**config.mk**
```make
export PLATFORM = sky130hd
export DESIGN_NAME = seg_scan_ctrl
export DESIGN_NICKNAME = d
export VERILOG_FILES = /design/src/rtl/seg_scan_ctrl.sv
export SDC_FILE = /design/constraint.sdc
export NUM_CORES = 1
export LEC_CHECK = 0
export ABC_AREA = 1
export BUFFER_PORTS_ARGS = -buffer_cell sky130_fd_sc_hd__buf_2
export CAP_MARGIN = 40
export CORE_MARGIN = 3
export CORE_UTILIZATION = 25
export DETAILED_ROUTE_END_ITERATION = 16
export PLACE_DENSITY = 0.48
export SYNTH_ARGS = -nofsm -noshare
export SYNTH_HDL_FRONTEND = slang
export SYNTH_SLANG_ARGS = --single-unit
export TNS_END_PERCENT = 50
```
**constraint.sdc**
```tcl
create_clock -name clk -period 2.2 [get_ports clk]
set_input_delay 0.55 -clock clk [delete_from_list [all_inputs] [get_ports clk]]
set_output_delay 0.55 -clock clk [all_outputs]
set_load 0.03 [all_outputs]
```
**src/rtl/seg_scan_ctrl.sv**
```systemverilog
`default_nettype none
// ============================================================================
// Module   : seg_scan_ctrl
// Purpose  : Time-multiplexed scan controller for NDIG common-anode 7-segment
//            digits sharing one BCD decoder. Holds a displayed frame plus a
//            pending shadow copy that is swapped in only at frame boundaries,
//            steps a digit index every REFRESH_DIV cycles and inserts a
//            GAP_CYC dark interval at the end of every slot.
// Ports    : clk, rst_n (sync, active-low)
//            enable     - scan on / dark and parked at digit 0
//            lz_en      - leading-zero suppression
//            load       - one-cycle strobe capturing bcd_in
//            bcd_in     - NDIG packed BCD digits, digit 0 in bits [3:0]
//            dig_bcd    - BCD code for the shared decoder
//            dig_blank  - current digit must be dark
//            an         - digit enables, one-hot when active
//            frame_tick - first drive cycle of digit 0
//            upd_done   - pending data was applied this cycle
// Revision : 1.0 - initial release
// ============================================================================
module seg_scan_ctrl #(
  parameter int NDIG          = 4,
  parameter int REFRESH_DIV   = 50000,
  parameter int GAP_CYC       = 500,
  parameter int AN_ACTIVE_LOW = 1
) (
  input  logic                clk,
  input  logic                rst_n,
  input  logic                enable,
  input  logic                lz_en,
  input  logic                load,
  input  logic [4*NDIG-1:0]   bcd_in,
  output logic [3:0]          dig_bcd,
  output logic                dig_blank,
  output logic [NDIG-1:0]     an,
  output logic                frame_tick,
  output logic                upd_done
);

  localparam int IDXW = $clog2(NDIG);
  localparam int CNTW = $clog2(REFRESH_DIV);
  localparam logic [CNTW-1:0] DRIVE_LAST = CNTW'(REFRESH_DIV - GAP_CYC - 1);
  localparam logic [CNTW-1:0] SLOT_LAST  = CNTW'(REFRESH_DIV - 1);
  localparam logic            AN_POL     = (AN_ACTIVE_LOW != 0);
  localparam logic [NDIG-1:0] AN_OFF     = {NDIG{AN_POL}};

  typedef enum logic [1:0] {
    IDLE  = 2'd0,
    DRIVE = 2'd1,
    GAP   = 2'd2
  } state_t;

  state_t            state;
  logic [4*NDIG-1:0] pend;
  logic              pend_v;
  logic [4*NDIG-1:0] disp;
  logic [IDXW-1:0]   idx;
  logic [CNTW-1:0]   cnt;

  // Digit k of a packed frame (mux form keeps index widths exact).
  function automatic logic [3:0] digit_of(input logic [4*NDIG-1:0] d,
                                          input logic [IDXW-1:0]   k);
    logic [3:0] r;
    r = 4'd0;
    for (int j = 0; j < NDIG; j++) begin
      if (k == IDXW'(j)) r = d[4*j +: 4];
    end
    return r;
  endfunction

  // Dark if the code is not a decimal digit, or if it is a leading zero:
  // this digit and every more-significant one are 0. Digit 0 always shows.
  function automatic logic blank_of(input logic [4*NDIG-1:0] d,
                                    input logic [IDXW-1:0]   k,
                                    input logic              lz);
    logic hi_zero;
    hi_zero = 1'b1;
    for (int j = 0; j < NDIG; j++) begin
      if (IDXW'(j) >= k && d[4*j +: 4] != 4'd0) hi_zero = 1'b0;
    end
    return (digit_of(d, k) > 4'd9) || (lz && (k != '0) && hi_zero);
  endfunction

  function automatic logic [NDIG-1:0] an_of(input logic [IDXW-1:0] k);
    logic [NDIG-1:0] v;
    for (int j = 0; j < NDIG; j++) begin
      v[j] = (k == IDXW'(j)) ^ AN_POL;
    end
    return v;
  endfunction

  // Values for the digit about to be entered. Entry from IDLE and the wrap
  // past the last digit are both frame starts, where pending data (if any)
  // becomes the frame, so the first drive cycle already shows new data.
  logic              step;
  logic              frame_wrap;
  logic [IDXW-1:0]   ent_idx;
  logic [4*NDIG-1:0] ent_disp;

  always_comb begin
    frame_wrap = (state == IDLE) || (idx == IDXW'(NDIG - 1));
    ent_idx    = frame_wrap ? '0 : idx + 1'b1;
    ent_disp   = (frame_wrap && pend_v) ? pend : disp;
    step       = !(state == DRIVE || state == GAP)
               || (state == DRIVE && cnt == DRIVE_LAST && GAP_CYC == 0)
               || (state == GAP   && cnt == SLOT_LAST);
  end

  always_ff @(posedge clk) begin
    if (!rst_n) begin
      state      <= IDLE;
      pend       <= '0;
      pend_v     <= 1'b0;
      disp       <= '0;
      idx        <= '0;
      cnt        <= '0;
      an         <= AN_OFF;
      dig_bcd    <= 4'd0;
      dig_blank  <= 1'b1;
      frame_tick <= 1'b0;
      upd_done   <= 1'b0;
    end else begin
      frame_tick <= 1'b0;
      upd_done   <= 1'b0;

      if (load) begin
        pend   <= bcd_in;
        pend_v <= 1'b1;
      end

      if (!enable) begin
        state     <= IDLE;
        idx       <= '0;
        cnt       <= '0;
        an        <= AN_OFF;
        dig_bcd   <= 4'd0;
        dig_blank <= 1'b1;
      end else if (step) begin
        state     <= DRIVE;
        idx       <= ent_idx;
        cnt       <= '0;
        an        <= an_of(ent_idx);
        dig_bcd   <= digit_of(ent_disp, ent_idx);
        dig_blank <= blank_of(ent_disp, ent_idx, lz_en);
        if (frame_wrap) begin
          frame_tick <= 1'b1;
          if (pend_v) begin
            disp     <= pend;
            upd_done <= 1'b1;
            // A load on this same edge leaves its data pending.
            if (!load) pend_v <= 1'b0;
          end
        end
      end else begin
        cnt       <= cnt + 1'b1;
        dig_blank <= blank_of(disp, idx, lz_en);
        if (state == DRIVE && cnt == DRIVE_LAST) begin
          state <= GAP;
          an    <= AN_OFF;
        end
      end
    end
  end

endmodule
`default_nettype wire

```
; Word level (Yosys, flattened, before mapping)
; Index checks and enable logic that the tools add are counted.
[op_classes]
n_mul = 0
n_div = 0
bitwise_logic = 6
add_sub_neg = 2
n_shift = 0
n_mux = 43
n_eq_ne = 10
n_lt_le_gt_ge = 10
n_reduce_logical = 40
[ops]
columns = cell, count
row1 = $mux 4, 16
row2 = $eq 16x16->1 const B, 2
row3 = $reduce_bool 4->1, 8
row4 = $mux 1, 25
row5 = $add 16x1->16 const B, 1
row6 = $mux 16, 1
row7 = $logic_and 1x1->1, 15
row8 = $eq 2x2->1 const B, 5
row9 = $ge 1x2->1 const A, 4
row10 = $ge 2x2->1 const A, 4
row11 = $gt 4x4->1 const B, 2
row12 = $reduce_and 4->1, 2
row13 = $eq 2x1->1 const B, 3
row14 = $logic_not 2->1, 3
row15 = $not 1->1, 6
row16 = $reduce_bool 2->1, 3
row17 = $logic_or 1x1->1, 5
row18 = $reduce_and 3->1, 1
row19 = $reduce_or 3->1, 1
row20 = $add 2x1->2 const B, 1
row21 = $mux 2, 1
row22 = $reduce_and 2->1, 1
row23 = $logic_not 1->1, 1
[totals]
ram_bits = 0
romBits = 0
ff_bits = 64
elab_cells = 123
latchBits = 0
memories = 0

; Depth between registers and ports, before layout
[logic_depth]
word_depth = 16
depth_mapped = 15
depth_no_buf = 14

; Least setup slack after synthesis
; Ideal clock, no wire load.
[synth_path]
kind = reg-to-reg
start = register idx[0]
end = register dig_blank
arrival_time_ps = 1655
required_ps = 2091
period_less_slack_ps = 1764
n_path_buf = 0
setup_slack_ps = 436
path_stages_with_launch = 14
setup_ps = 109
cell_sequence = dfxtp_1 inv_1 ha_1 nand3_1 nor2_1 nand3_1 nand2_1 inv_1 nand2_1 inv_1 nand2_1 nand3_1 nand2_1 inv_1
[synth_between]
elab_chain_len = 16
elab_cells_between_ends = 72
cone_classes = add/sub: 1 / order compare: 10 / eq/ne: 6 / mux: 31 / reduce/logical: 24
[synth_rtl]
columns = element, line
row1 = "start, declared", 57  ; logic [IDXW-1:0] idx;
row2 = "start signal, assigned", 140  ; idx <= ent_idx;
row3 = branches (longest 15 deep; another with $gt 4x4->1), -
row4 = $mux 1 (*), 138  ; end else if (step) begin
row5 = "end signal, assigned", 144  ; dig_blank <= blank_of(ent_disp, ent_idx, lz_en);
row6 = "end signal, assigned", 156  ; dig_blank <= blank_of(disp, idx, lz_en);
row7 = "end, declared", 34  ; output logic dig_blank,
; Mark *: on every way between the ends. The select of a mux whose other input is x is not followed.
; A chain may end at the register's enable or synchronous reset.

; Final worst setup path
; Ends and elaborated chain as after synthesis.

==> run summary <==
The flow ran to the end, and the final reports show no timing, DRC or antenna violations. The run gives 0 as the total inserted antenna cells. The initial utilization of the core area, before any placement, comes to 26.0%. After layout, the minimum clock period comes to 2000 ps.

The initial antenna violation count was 0; the total of endpoints with negative setup slack in the final report was 0. In this run, placement finished with an instance count of 597. OpenSTA, run right after detailed placement, puts the worst setup slack at -82.4 ps. Clock network fraction of total power: 49.6%. In this run the number of H-tree levels came out at 3. The mean number of vias per cell was 4.59.

The logs give 31.9% for the utilization of the core after routing and 8.1% for the portion of total power attributed to combinational logic. The post-synthesis area per instance was 7.11 µm²; the power after layout was 0.00289 W. Post-cts hold buffer count: 0. The total detailed-routing wirelength is 8.15 mm. The critical path launch point type was a register.

Cells with a size suffix above 1 make up 16.3% of the layout. The logs give 0.000677 W for the switching power and 0 for the number of DRC violations after detailed routing. Adder-cell area share of the yosys netlist: 2.47%. For the pin with the worst max-slew slack, the measured transition is 539 ps. For this run, the number of Yosys warnings is 0. The primary flip-flop cell chosen by synthesis mapping is sky130_fd_sc_hd__dfxtp_1. Static timing analysis puts the maximum clock frequency at 501 MHz. The share of flip-flops with an asynchronous set or reset is 0%. In the final timing run, aggregate negative setup slack is 0 ps. The finished layout holds 614 standard cells, fillers aside. Sequential cells account for 42.3% of the total power. For this run, the total global-route usage over all layers was measured as 13.0%.

For the post-detailed-placement half-perimeter wirelength, the log shows 6.21 mm. The fraction of power spent switching nets was 23.4%. Setup repair after global routing left no endpoint under its margin. The logs give 0 for the max-slew violation count and 11700 µm² for the core box area. The total CTS buffers is 9, and the first-pass iteration count of the detailed router is 4.

For this design the ratio of total power to cell area is 777 nW/µm². The remaining antenna violation count came out at 0. Relative to the synthesized area, the layout overhead comes to 22.5%. Max-cap violations in this run came to 0. The run gives 0 as the number of failing hold endpoints at the final stage. The clock passes through at most 2 buffers. In the post-synthesis netlist, the biggest area contributors are sky130_fd_sc_hd__dfxtp_1, sky130_fd_sc_hd__nand2_1, sky130_fd_sc_hd__nand3_1. Sum of overflow across all layers after global routing: 0. The cell count after synthesis came out at 427. During I/O placement, the number of pins put on the boundary was 32. The number of different library cells used by synthesis comes to 38. The internal power of the cells totals 0.00221 W. The run gives 13500 µm² as the floorplan die area. In the finished design, the share of the clock period the worst path needs comes to 90.8%.

Buffers placed on the I/O ports in this run total 31. TritonCTS built the clock tree. The tools report the number of global-route vias before repair as 2731.

The clock net in this run drives a total of 64 sinks. The later pin in the worst-skew pair is clocked with a latency of 330 ps. The maximum number of pins on one net before global-route repair is 34, and the leakage power figure is 1.59 nW.

The congestion estimate from routability-driven global placement came to 0.904. Measured against its own limit, the worst slew margin works out to 64.0%. The worst-case IR drop observed on VDD is 0.410 mV. Row generation in the floorplan step produced 39 rows.

Of the total synthesized cell area, the portion taken by XOR and XNOR cells is 2.02%. The post-synthesis compound-gate area fraction is 10.8%, and the vias after detailed routing is 2817. After synthesis, the share of cell area in mux cells is 0%. The CTS root buffer was sky130_fd_sc_hd__clkbuf_16. Data on the critical path is required at its endpoint by 2430 ps. For the final database, setup skew stands at 4.76 ps. Of all nets on the critical path, the largest fanout is 6. Summed over its instances, the top area cell type makes up 42.2% of the synthesized netlist area. The data arrival time of the critical path is 2230 ps. The biggest area contributor in the post-synthesis netlist is sky130_fd_sc_hd__dfxtp_1.

The net count after synthesis was 454; the simple-gate share of the synthesized area was 35.5%. After synthesis the netlist holds a flip-flop and latch count of 64. Dividing the detail-routed wire length by the instance count gives 13.3 µm.

The share of the Yosys chip area taken by registers is 42.2%. The first global-routing pass estimated 13.7 mm of wire. STA classifies the critical path endpoint as a register. The count of flip-flops with a built-in enable after synthesis is 0. In this run the horizontal extent of the chip is 116 µm. The detailed router finished its first iteration with 121 violations. The classification of the worst-slack hold path is input pin to register. Area of the mapped netlist: 3040 µm². After clock tree synthesis, the clock-pin slew on the worst setup and hold paths is 50 ps. After synthesis, the largest family of logic cells by area is simple AND/OR/NAND/NOR gates.

The final net count is 493, and the height of the die is 116 µm. The worst setup path is of the register to register kind. Once routing completed, OpenROAD measured the worst setup slack at 203 ps.
==> final timing paths <==
path / from / end / slack [ps] / cells after the start
hold / removal: bcd_in[4] / pend[4]$_SDFFE_PN0P_ / 440 / 3
setup / recovery: idx[0]$_SDFFE_PN0N_ / dig_blank$_SDFF_PN1_ / 200 / 13
setup reg to reg: idx[0]$_SDFFE_PN0N_ / dig_blank$_SDFF_PN1_ / 200 / 13
hold reg to reg: cnt[0]$_SDFF_PP0_ / cnt[0]$_SDFF_PP0_ / 450 / 1
==> what timing repair did <==
action / 4_1_cts / 5_1_grt
pin swaps: 0 / 1
endpoints found under the setup margin: 1 / 4
resized for setup: 2 / 6
buffers inserted: 0 / 1
==> layer usage <==
layer / up-vias / track usage (%) / wire, µm
met5: - / 0 / 0
met4: 0 / 5.72 / 146
met1: 1274 / 18.0 / 4170
met3: 10 / 2.85 / 312
li1: 1481 / - / -
met2: 52 / 19.5 / 3530
==> registers in the layout, indices dropped and copies added (netlist names) <==
| name | flops |
|---|---|
| idx | 2 |
| cnt | 16 |
| pend | 16 |
| pend_v | 1 |
| frame_tick | 1 |
| upd_done | 1 |
| dig_bcd | 4 |
| disp | 16 |
| state | 2 |
| an | 4 |
| dig_blank | 1 |
==> per-stage QoR <==
stage / instance area [µm²] / hold WS (ps)
floorplan: 3040 / 418
global placement: 3390 / 430
detailed placement: 3390 / 440
CTS: 3690 / 430
global route: 3720 / 451
finish: 3720 / 441
==> cell usage after synthesis (2+ instances only) <==
| master | n |
|---|---|
| sky130_fd_sc_hd__nand4_1 | 4 |
| sky130_fd_sc_hd__a21oi_1 | 15 |
| sky130_fd_sc_hd__nand3_2 | 3 |
| sky130_fd_sc_hd__dfxtp_1 | 64 |
| sky130_fd_sc_hd__or2_2 | 3 |
| sky130_fd_sc_hd__or2_0 | 2 |
| sky130_fd_sc_hd__nor2_1 | 64 |
| sky130_fd_sc_hd__nand3_1 | 53 |
| sky130_fd_sc_hd__clkbuf_1 | 7 |
| sky130_fd_sc_hd__nor2_2 | 3 |
| sky130_fd_sc_hd__o211ai_1 | 3 |
| sky130_fd_sc_hd__xor2_1 | 5 |
| sky130_fd_sc_hd__buf_2 | 5 |
| sky130_fd_sc_hd__ha_1 | 6 |
| sky130_fd_sc_hd__nand2_2 | 2 |
| sky130_fd_sc_hd__xnor2_1 | 2 |
| sky130_fd_sc_hd__o22ai_1 | 3 |
| sky130_fd_sc_hd__nor3_1 | 9 |
| sky130_fd_sc_hd__o21ai_0 | 32 |
| sky130_fd_sc_hd__inv_1 | 36 |
| sky130_fd_sc_hd__nand2_1 | 87 |
| sky130_fd_sc_hd__nand3b_1 | 3 |
==> cell usage in the layout, fill, tap and decap left out, types with 2 or more instances in the layout <==
cell type                    n
sky130_fd_sc_hd__a21oi_1    15
sky130_fd_sc_hd__buf_2      31
sky130_fd_sc_hd__buf_4      10
sky130_fd_sc_hd__clkbuf_1    2
sky130_fd_sc_hd__clkbuf_16   9
sky130_fd_sc_hd__clkbuf_8    2
sky130_fd_sc_hd__clkinv_2    2
sky130_fd_sc_hd__dfxtp_1    64
sky130_fd_sc_hd__ha_1        6
sky130_fd_sc_hd__inv_1      36
sky130_fd_sc_hd__nand2_1    86
sky130_fd_sc_hd__nand2_2     3
sky130_fd_sc_hd__nand3_1    52
sky130_fd_sc_hd__nand3_2     4
sky130_fd_sc_hd__nand3b_1    3
sky130_fd_sc_hd__nand4_1     4
sky130_fd_sc_hd__nor2_1     62
sky130_fd_sc_hd__nor2_2      3
sky130_fd_sc_hd__nor2_4      2
sky130_fd_sc_hd__nor3_1      9
sky130_fd_sc_hd__o211ai_1    3
sky130_fd_sc_hd__o21ai_0    30
sky130_fd_sc_hd__o21ai_1     3
sky130_fd_sc_hd__o22ai_1     3
sky130_fd_sc_hd__or2_0       2
sky130_fd_sc_hd__or2_2       3
sky130_fd_sc_hd__xnor2_1     2
sky130_fd_sc_hd__xor2_1      5
==> power groups by stage <==
stage | combinational (W) | sequential, W | clock, W
floorplan | 0.000139 | 0.00125 | 0
global placement | 0.000235 | 0.00125 | 0
detailed placement | 0.000233 | 0.00125 | 0
CTS | 0.000234 | 0.00122 | 0.00147
global route | 0.000268 | 0.00123 | 0.00151
finish | 0.000234 | 0.00122 | 0.00143
==> area by class of cell <==
type                            count  area (µm²)
Multi-Input combinational cell    311        1570
Clock inverter                      3        40.0
Clock buffer                       13         260
Fill cell                        1259        7940
Tap cell                          143         179
Timing Repair Buffer               42         250
Sequential cell                    64        1280
Inverter                           38         143
==> kinds of logic after synthesis <==
| group | count (synthesis) |
|---|---|
| compound gates | 59 |
| xor+xnor | 7 |
| fa+ha+maj | 6 |
| buf+inv | 52 |
| flops | 64 |
| simple gates | 239 |
==> critical path, stage by stage (launching register included) <==
cell and delay, ps:
sky130_fd_sc_hd__dfxtp_1 360, sky130_fd_sc_hd__inv_1 140, sky130_fd_sc_hd__ha_1 380, sky130_fd_sc_hd__nand3_2 200, sky130_fd_sc_hd__nor2_4 70, sky130_fd_sc_hd__buf_4 160, sky130_fd_sc_hd__nand3_1 80, sky130_fd_sc_hd__nand2_1 60
sky130_fd_sc_hd__nor2_1 140, sky130_fd_sc_hd__nand2_1 70, sky130_fd_sc_hd__nand2_1 60, sky130_fd_sc_hd__nand3_1 70, sky130_fd_sc_hd__nand2_1 70, sky130_fd_sc_hd__inv_1 40
(Power assumes the default switching activity.)
